==> config.mk <==
export PLATFORM = sky130hd
export DESIGN_NAME = dual_slot_arbiter
export DESIGN_NICKNAME = d
export VERILOG_FILES = /design/src/rtl/dual_slot_arbiter_pkg.sv /design/src/rtl/dual_slot_arbiter_top2_pick.sv /design/src/rtl/dual_slot_arbiter.sv
export SDC_FILE = /design/constraint.sdc
export NUM_CORES = 1
export LEC_CHECK = 0
export CORE_ASPECT_RATIO = 0.5
export CORE_MARGIN = 2
export CORE_UTILIZATION = 50
export DETAILED_ROUTE_END_ITERATION = 12
export HOLD_SLACK_MARGIN = 0.08
export PLACE_DENSITY = 0.85
export SETUP_SLACK_MARGIN = 0.5
export SYNTH_ARGS = -nofsm -noshare
export SYNTH_HDL_FRONTEND = slang
export SYNTH_HIERARCHICAL = 1
export SYNTH_SLANG_ARGS = --single-unit
==> constraint.sdc <==
create_clock -name i_clk -period 10.3 [get_ports i_clk]
set_input_delay 2.06 -clock i_clk [delete_from_list [all_inputs] [get_ports i_clk]]
set_output_delay 2.06 -clock i_clk [all_outputs]
set_load 0.02 [all_outputs]
==> src/rtl/dual_slot_arbiter_pkg.sv <==
// Shared types and helpers for the dual-slot arbiter.
// Contents: requester count, grant ID width, slot state enum, and the
// ID-to-one-hot conversion used for grant vectors and masking.
package dual_slot_arbiter_pkg;

    localparam int              N_REQ   = 12;
    localparam int              ID_W    = 4;
    localparam logic [ID_W-1:0] ID_NONE = 4'd0;

    typedef enum logic {
        S_IDLE = 1'b0,
        S_BUSY = 1'b1
    } slot_state_e;

    // ID k+1 maps to bit k; ID 0 (and unused codes 13..15) map to no bit.
    function automatic logic [N_REQ-1:0] id_to_onehot(input logic [ID_W-1:0] id);
        logic [N_REQ-1:0] v;
        v = '0;
        for (int k = 0; k < N_REQ; k++) begin
            if (id == ID_W'(k + 1)) begin
                v[k] = 1'b1;
            end
        end
        return v;
    endfunction

endpackage

==> src/rtl/dual_slot_arbiter_top2_pick.sv <==
// Combinational pickers for the arbiter.
// priority_encoder: i_vec (12) -> o_id (4), ID of highest set bit, 0 if none.
// top2_pick: i_pending (12) -> o_first / o_second (4 each), the two highest
//            pending requesters in the ID code; o_second is 0 if fewer than two.
module priority_encoder
    import dual_slot_arbiter_pkg::*;
(
    input  logic [N_REQ-1:0] i_vec,
    output logic [ID_W-1:0]  o_id
);
    // Scan upward so the highest set bit is the last (winning) assignment.
    always_comb begin
        o_id = ID_NONE;
        for (int k = 0; k < N_REQ; k++) begin
            if (i_vec[k]) begin
                o_id = ID_W'(k + 1);
            end
        end
    end
endmodule

module top2_pick
    import dual_slot_arbiter_pkg::*;
(
    input  logic [N_REQ-1:0] i_pending,
    output logic [ID_W-1:0]  o_first,
    output logic [ID_W-1:0]  o_second
);
    logic [N_REQ-1:0] w_rest;

    priority_encoder u_pe_first (
        .i_vec (i_pending),
        .o_id  (o_first)
    );

    assign w_rest = i_pending & ~id_to_onehot(o_first);

    priority_encoder u_pe_second (
        .i_vec (w_rest),
        .o_id  (o_second)
    );
endmodule

==> src/rtl/dual_slot_arbiter.sv <==
// Dual-slot fixed-priority arbiter: two identical slots shared by 12
// requesters (bit 11 highest), each slot holding its owner until the owner
// drops req or the hold limit forces a release.
// Ports:
//   i_clk, i_reset   clock, synchronous active-high reset
//   i_req[11:0]      level request vector
//   o_gnt[11:0]      held grants (at most two bits)
//   o_slot0_id/o_slot1_id  owner ID per slot (1..12), 0 when idle
//   o_slot_busy[1:0] per-slot busy flag
//   o_timeout        one-cycle pulse on any hold-limit release
//
// Slot FSM states:
//   state  | meaning
//   S_IDLE | slot free, may pick from pending this edge
//   S_BUSY | slot owned; releases on req drop or hold limit
module dual_slot_arbiter
    import dual_slot_arbiter_pkg::*;
#(
    parameter int MAX_HOLD = 16,
    parameter int CNT_W    = 5
) (
    input  logic             i_clk,
    input  logic             i_reset,
    input  logic [N_REQ-1:0] i_req,
    output logic [N_REQ-1:0] o_gnt,
    output logic [ID_W-1:0]  o_slot0_id,
    output logic [ID_W-1:0]  o_slot1_id,
    output logic [1:0]       o_slot_busy,
    output logic             o_timeout
);
    localparam bit              TO_EN    = (MAX_HOLD > 0);
    localparam logic [CNT_W-1:0] CNT_LAST = TO_EN ? CNT_W'(MAX_HOLD - 1) : '0;

    slot_state_e               r_state [2];
    logic [1:0][ID_W-1:0]      r_id;
    logic [1:0][CNT_W-1:0]     r_cnt;
    logic [N_REQ-1:0]          r_mask;
    logic [N_REQ-1:0]          r_gnt;
    logic                      r_timeout;

    logic [N_REQ-1:0]          w_pending;
    logic [ID_W-1:0]           w_first;
    logic [ID_W-1:0]           w_second;
    logic [1:0]                w_idle;
    logic [1:0]                w_rel_norm;
    logic [1:0]                w_rel_to;
    logic [1:0][ID_W-1:0]      w_pick;
    logic [1:0][ID_W-1:0]      w_id_nxt;
    logic [N_REQ-1:0]          w_to_set;

    top2_pick u_pick (
        .i_pending (w_pending),
        .o_first   (w_first),
        .o_second  (w_second)
    );

    always_comb begin
        w_pending  = i_req & ~r_gnt & ~r_mask;
        w_idle     = '0;
        w_rel_norm = '0;
        w_rel_to   = '0;
        w_to_set   = '0;
        for (int s = 0; s < 2; s++) begin
            w_idle[s] = (r_state[s] == S_IDLE);
            if (!w_idle[s]) begin
                if (!(|(i_req & id_to_onehot(r_id[s])))) begin
                    w_rel_norm[s] = 1'b1;
                end else if (TO_EN && (r_cnt[s] == CNT_LAST)) begin
                    w_rel_to[s] = 1'b1;
                    w_to_set    = w_to_set | id_to_onehot(r_id[s]);
                end
            end
        end

        // Only slots idle before this edge pick; a slot released on this
        // edge stays idle for one cycle.
        w_pick[0] = w_idle[0] ? w_first : ID_NONE;
        w_pick[1] = w_idle[1] ? (w_idle[0] ? w_second : w_first) : ID_NONE;

        for (int s = 0; s < 2; s++) begin
            if (w_idle[s]) begin
                w_id_nxt[s] = w_pick[s];
            end else if (w_rel_norm[s] || w_rel_to[s]) begin
                w_id_nxt[s] = ID_NONE;
            end else begin
                w_id_nxt[s] = r_id[s];
            end
        end
    end

    always_ff @(posedge i_clk) begin
        if (i_reset) begin
            r_state[0] <= S_IDLE;
            r_state[1] <= S_IDLE;
            r_id       <= '0;
            r_cnt      <= '0;
            r_mask     <= '0;
            r_gnt      <= '0;
            r_timeout  <= 1'b0;
        end else begin
            for (int s = 0; s < 2; s++) begin
                if (w_idle[s]) begin
                    if (w_pick[s] != ID_NONE) begin
                        r_state[s] <= S_BUSY;
                    end
                    r_cnt[s] <= '0;
                end else if (w_rel_norm[s] || w_rel_to[s]) begin
                    r_state[s] <= S_IDLE;
                    r_cnt[s]   <= '0;
                end else if (TO_EN) begin
                    r_cnt[s] <= r_cnt[s] + CNT_W'(1);
                end
            end
            r_id      <= w_id_nxt;
            // A mask bit lives until its requester drops req once.
            r_mask    <= (r_mask & i_req) | w_to_set;
            r_timeout <= |w_rel_to;
            r_gnt     <= id_to_onehot(w_id_nxt[0]) | id_to_onehot(w_id_nxt[1]);
        end
    end

    assign o_gnt       = r_gnt;
    assign o_slot0_id  = r_id[0];
    assign o_slot1_id  = r_id[1];
    assign o_slot_busy = {r_state[1] == S_BUSY, r_state[0] == S_BUSY};
    assign o_timeout   = r_timeout;

endmodule

* Yosys cells after proc, flatten, opt, wreduce, memory -nomap -nowiden *
Memory sizes are Yosys's and may differ from the RTL's.
Cells that the tools add are included.

operators by class
  add/sub/neg operators = 2
  equal/unequal tests = 62
  mux-type cells = 213
  bitwise logic cells = 18
  reduce and logical (&&, ||, !) cells = 9

operators by type and width
  operator             count
  $mux 1               178
  $mux 4               29
  $eq 4x4->1 const B   25
  $eq 4x3->1 const B   20
  $and 12x12->12       6
  $mux 12              6
  $eq 4x2->1 const B   10
  $not 12->12          3
  $or 12x12->12        3
  $reduce_or 12->1     2
  $eq 4x1->1 const B   5
  $add 5x1->5 const B  2
  $eq 5x4->1 const B   2
  $reduce_bool 4->1    2
  $reduce_or 3->1      2
  $or 1x1->1           4
  $logic_or 1x1->1     2
  $not 1->1            2
  $reduce_or 2->1      1

word-level totals
  flip-flop bits (word level) = 43
  bits in writable memories = 2
  bits of input ports = 14
  output and inout port bits = 23
  word-level logic and storage cells = 312
  memories kept = 1

memories
  name     depth  bits a word  rd ports  clocked after Yosys merged registers in  wr ports  line                     source
  r_state  2      1            2         0                                        2         dual_slot_arbiter.sv:34  slot_state_e r_state [2];

* Logic depth before layout (Yosys ltp) *
  depth after elaboration = 40
  depth in mapped cells = 17
  gate-level depth less buffers = 17

* Hierarchy *
Netlist, hierarchy kept.

modules (own cells, without submodules)
  module             times used  cells an instance  area an instance (µm²)  seq. area each (µm²)
  dual_slot_arbiter  1           307                2,577.5                 910.9
  priority_encoder   2           18                 100.1                   0.0
  top2_pick          1           22                 138.9                   0.0

* Worst setup path after synthesis *
OpenSTA, ideal clock, no wires.

  path kind = input port to flip-flop
  from = input port i_req[1]
  to = memory r_state[0] (netlist name), data pin
  library setup time = 0.269 ns
  data arrival time = 4.764 ns
  data required time = 10.031 ns
  slack = 5.267 ns
  cell stages on the path = 14
  path buffers = 0
  path through = nor3b_1 nor2_1 nor3_1 o31ai_1 a21oi_1 and2b_1 a21boi_1 or4_1 a31o_1 mux2i_1 a21oi_1 or3_1 nor2_1 nor3_1

RTL lines
  item                line                     source
  start: declaration  dual_slot_arbiter.sv:24  input logic [N_REQ-1:0] i_req,
  end: declaration    dual_slot_arbiter.sv:34

==> metrics.cfg <==
[power]
pwr-share-comb_pct=45.3
p_clk_share_pct=21.4
seqPwrFrac_pct=33.3
p_per_area_nw_per_um2=230.2
peakVddDrop_uv=105.6
p_int_uw=437.4
p_leak_nw=1.202
p_switching_uw=354.8
swShare_pct=44.79

[synth]
synth_compound_area_share_pct=25.91
seq_area_frac_synth_pct=31.23
synth.mux.area_fraction_pct=3.175
synthDistinctLibCells=66
ys.warnings.count=6
yosysTopAreaCell=dfxtp_1
synthSimpleGateAreaFrac_pct=31.36
postSynthAreaPerCell_um2=7.991
ys_ff_latch=45
synth_nets=383
synth_top_area_share_pct=30.20
synth_ff_type=dfxtp_1
synthAdderAreaFrac_pct=1.716
syn_inst=365
ys_async_sr_fraction_pct=0
synth_top_family_by_area=simple AND/OR/NAND/NOR gates
synth-edff-count=1
synth_xor_area_share_pct=1.201
syn_area_um2=2917
synth_top_cells_by_area=dfxtp_1, nor2_1, a21oi_1

[drt]
route.detailed.drc=0
avgRoutedWirePerCell_um=19.59
vias_per_cell=6.544
drt-met1-wl_mm=4.038
drtIter0Drc=394
route.met2.wl_mm=3.804
vias=3043
wirelength_mm=9.109
highest_layer=met4
met3_wirelength_mm=1.120
drt_first_pass_iters=6
drtAntennaViolNets=0

[floorplan]
io_pins=37
die_y_um=58.01
start_util_pct=52.43
core_area_um2=5563
dieArea_um2=6497
die_x_um=112.0
rows=19

[critical_path]
cpPeakStageDelay_ns=0.63
crit_family=simple AND/OR/NAND/NOR gates
cp-start-kind=primary input
slowest_stage=a21oi_1
path_common_cell=a21oi_1
crit_arrival_ns=5.94
rr_startpoint=o_gnt[1]
cp-end-kind=flip-flop
crit_type=in2reg
startpoint=i_req[6]
cp_cell_sequence=clkdlybuf4s50_1 -> nor3b_1 -> o31ai_1 -> a21oi_1 -> and2b_1 -> a21boi_1 -> or4_1 -> a31o_1 -> mux2i_1 -> a21oi_1 -> or3_1 -> nor2_1 -> nor3_1
required_ns=10.33
crit_fanout=10
path_buf_inv=1

[cts]
clock-sinks=45
htree_levels=2
clk_pin_slew_ns=0.07
clockBufferDepth=2
clkLatencyLatePin_ns=0.29
cts_made_buffers=5
cts_root_buf=clkbuf_16
postCtsHoldBufs=0
cts_setup_buffers=0
tritoncts=built
ctsResizeCount=0

[cells_and_area]
area_delta_synth_final_pct=17.98
final_common_cell=nor2_1
diodes=0
fillerInstances=506
multi_input_area_um2=1848
register_area_um2=910.9
final_cell_mix=nor2_1, dfxtp_1, clkdlybuf4s50_1
drive_above_1_share_pct=6.122
fin_nets=409

[sta]
finalHoldViolCount=0
fin_crit_ns=5.915
fin_hold_ws_ns=0.4478
fmax_mhz=169.1
fin_ws_ns=4.385
fin_crit_sh_pct=57.43
max_slew.worst_pin.slew_ns=0.8571
clock-skew-final_ns=0.006858
finalSetupViolations=0
slew_viol_final=0
rsz0062_at_grt=no
slew_headroom_pct=42.86
tns_ns=0

[global_route]
grt-ovfl-total=0
grt_max_degree=40
antenna_found_initial=0
grt_pass1_wl_mm=14.20
grt_use_total_pct=27.84
first_global_vias=2705

[placement]
place_hpwl_mm=6.820
place_congestion=1.009
io_buffers=36
place_ws_ns=4.196

[flow_run]
max_cap_viol_count=0

[run_status]
status=completed

[worst_hold_path]
hp-start=r_cnt[5]
hp-class=reg2reg

-- layer usage --
| metal | track usage (%) | up-vias |
|---|---|---|
| met1 | 39.30 | 1444 |
| li1 | - | 1402 |
| met3 | 10.15 | 20 |
| met2 | 41.21 | 177 |
| met4 | 6.272 | 0 |
| met5 | 0 | - |
-- power groups by stage --
stage          Clock [mW]  Combinational [mW]  Sequential, mW
2_1_floorplan           0               0.248           0.245
3_3_place_gp            0               0.341           0.264
3_5_place_dp            0               0.345           0.264
4_1_cts             0.169               0.348           0.260
5_1_grt             0.178               0.381           0.267
6_report            0.170               0.359           0.264
-- metrics by stage --
stage	instances	cell area, um^2	util (%)	power (mW)
global placement	457	3286	59.06	0.6045
detailed placement	457	3286	59.06	0.6090
CTS	465	3441	61.85	0.7762
floorplan	365	2917	-	0.4933
global route	465	3441	61.85	0.8253
finish	465	3441	61.85	0.7922
-- worst paths after layout --
path | cells after the start | to | slack (ns)
worst max-delay path | 13 | r_state[0] | 4.38
worst min-delay path | 1 | r_cnt[5] | 0.45
worst max register to register | 14 | r_state[0] | 6.30
worst min register to register | 1 | r_cnt[5] | 0.45
-- sequential cells by signal, summed over array words and instances, names as in the netlist --
| signal | cells |
|---|---|
| o_slot0_id | 4 |
| o_slot1_id | 4 |
| r_state | 2 |
| r_cnt | 10 |
| o_gnt | 12 |
| r_mask | 12 |
| o_timeout | 1 |
-- cell usage after synthesis, types with 8 or more instances --
| cell type | instances |
|---|---|
| clkbuf_1 | 8 |
| dfxtp_1 | 44 |
| nor2_1 | 46 |
| nand3_1 | 8 |
| nor3_1 | 11 |
| nor2b_1 | 11 |
| inv_1 | 18 |
| nand2b_1 | 8 |
| or4_1 | 8 |
| nand2_1 | 14 |
| a21oi_1 | 32 |
| nor3b_1 | 14 |
-- logic make-up after synthesis --
kind of cell               after synthesis
and+or+nand+nor                        160
AOI/OAI and AO/OA                      107
DFF                                     45
buffers and inverters                   36
muxes                                    9
xor gates and xnor gates                 4
adders and majority gates                4
-- cell type report --
class,instances,area share (%)
repair buffers,37,10.69
multi-input cells,284,53.71
flip-flops and latches,45,26.47
clock buffers,6,4.036
inverters,18,1.964
well taps,73,2.655
clock inverters,2,0.4727
No activity file was read; power rests on OpenSTA's default activity.
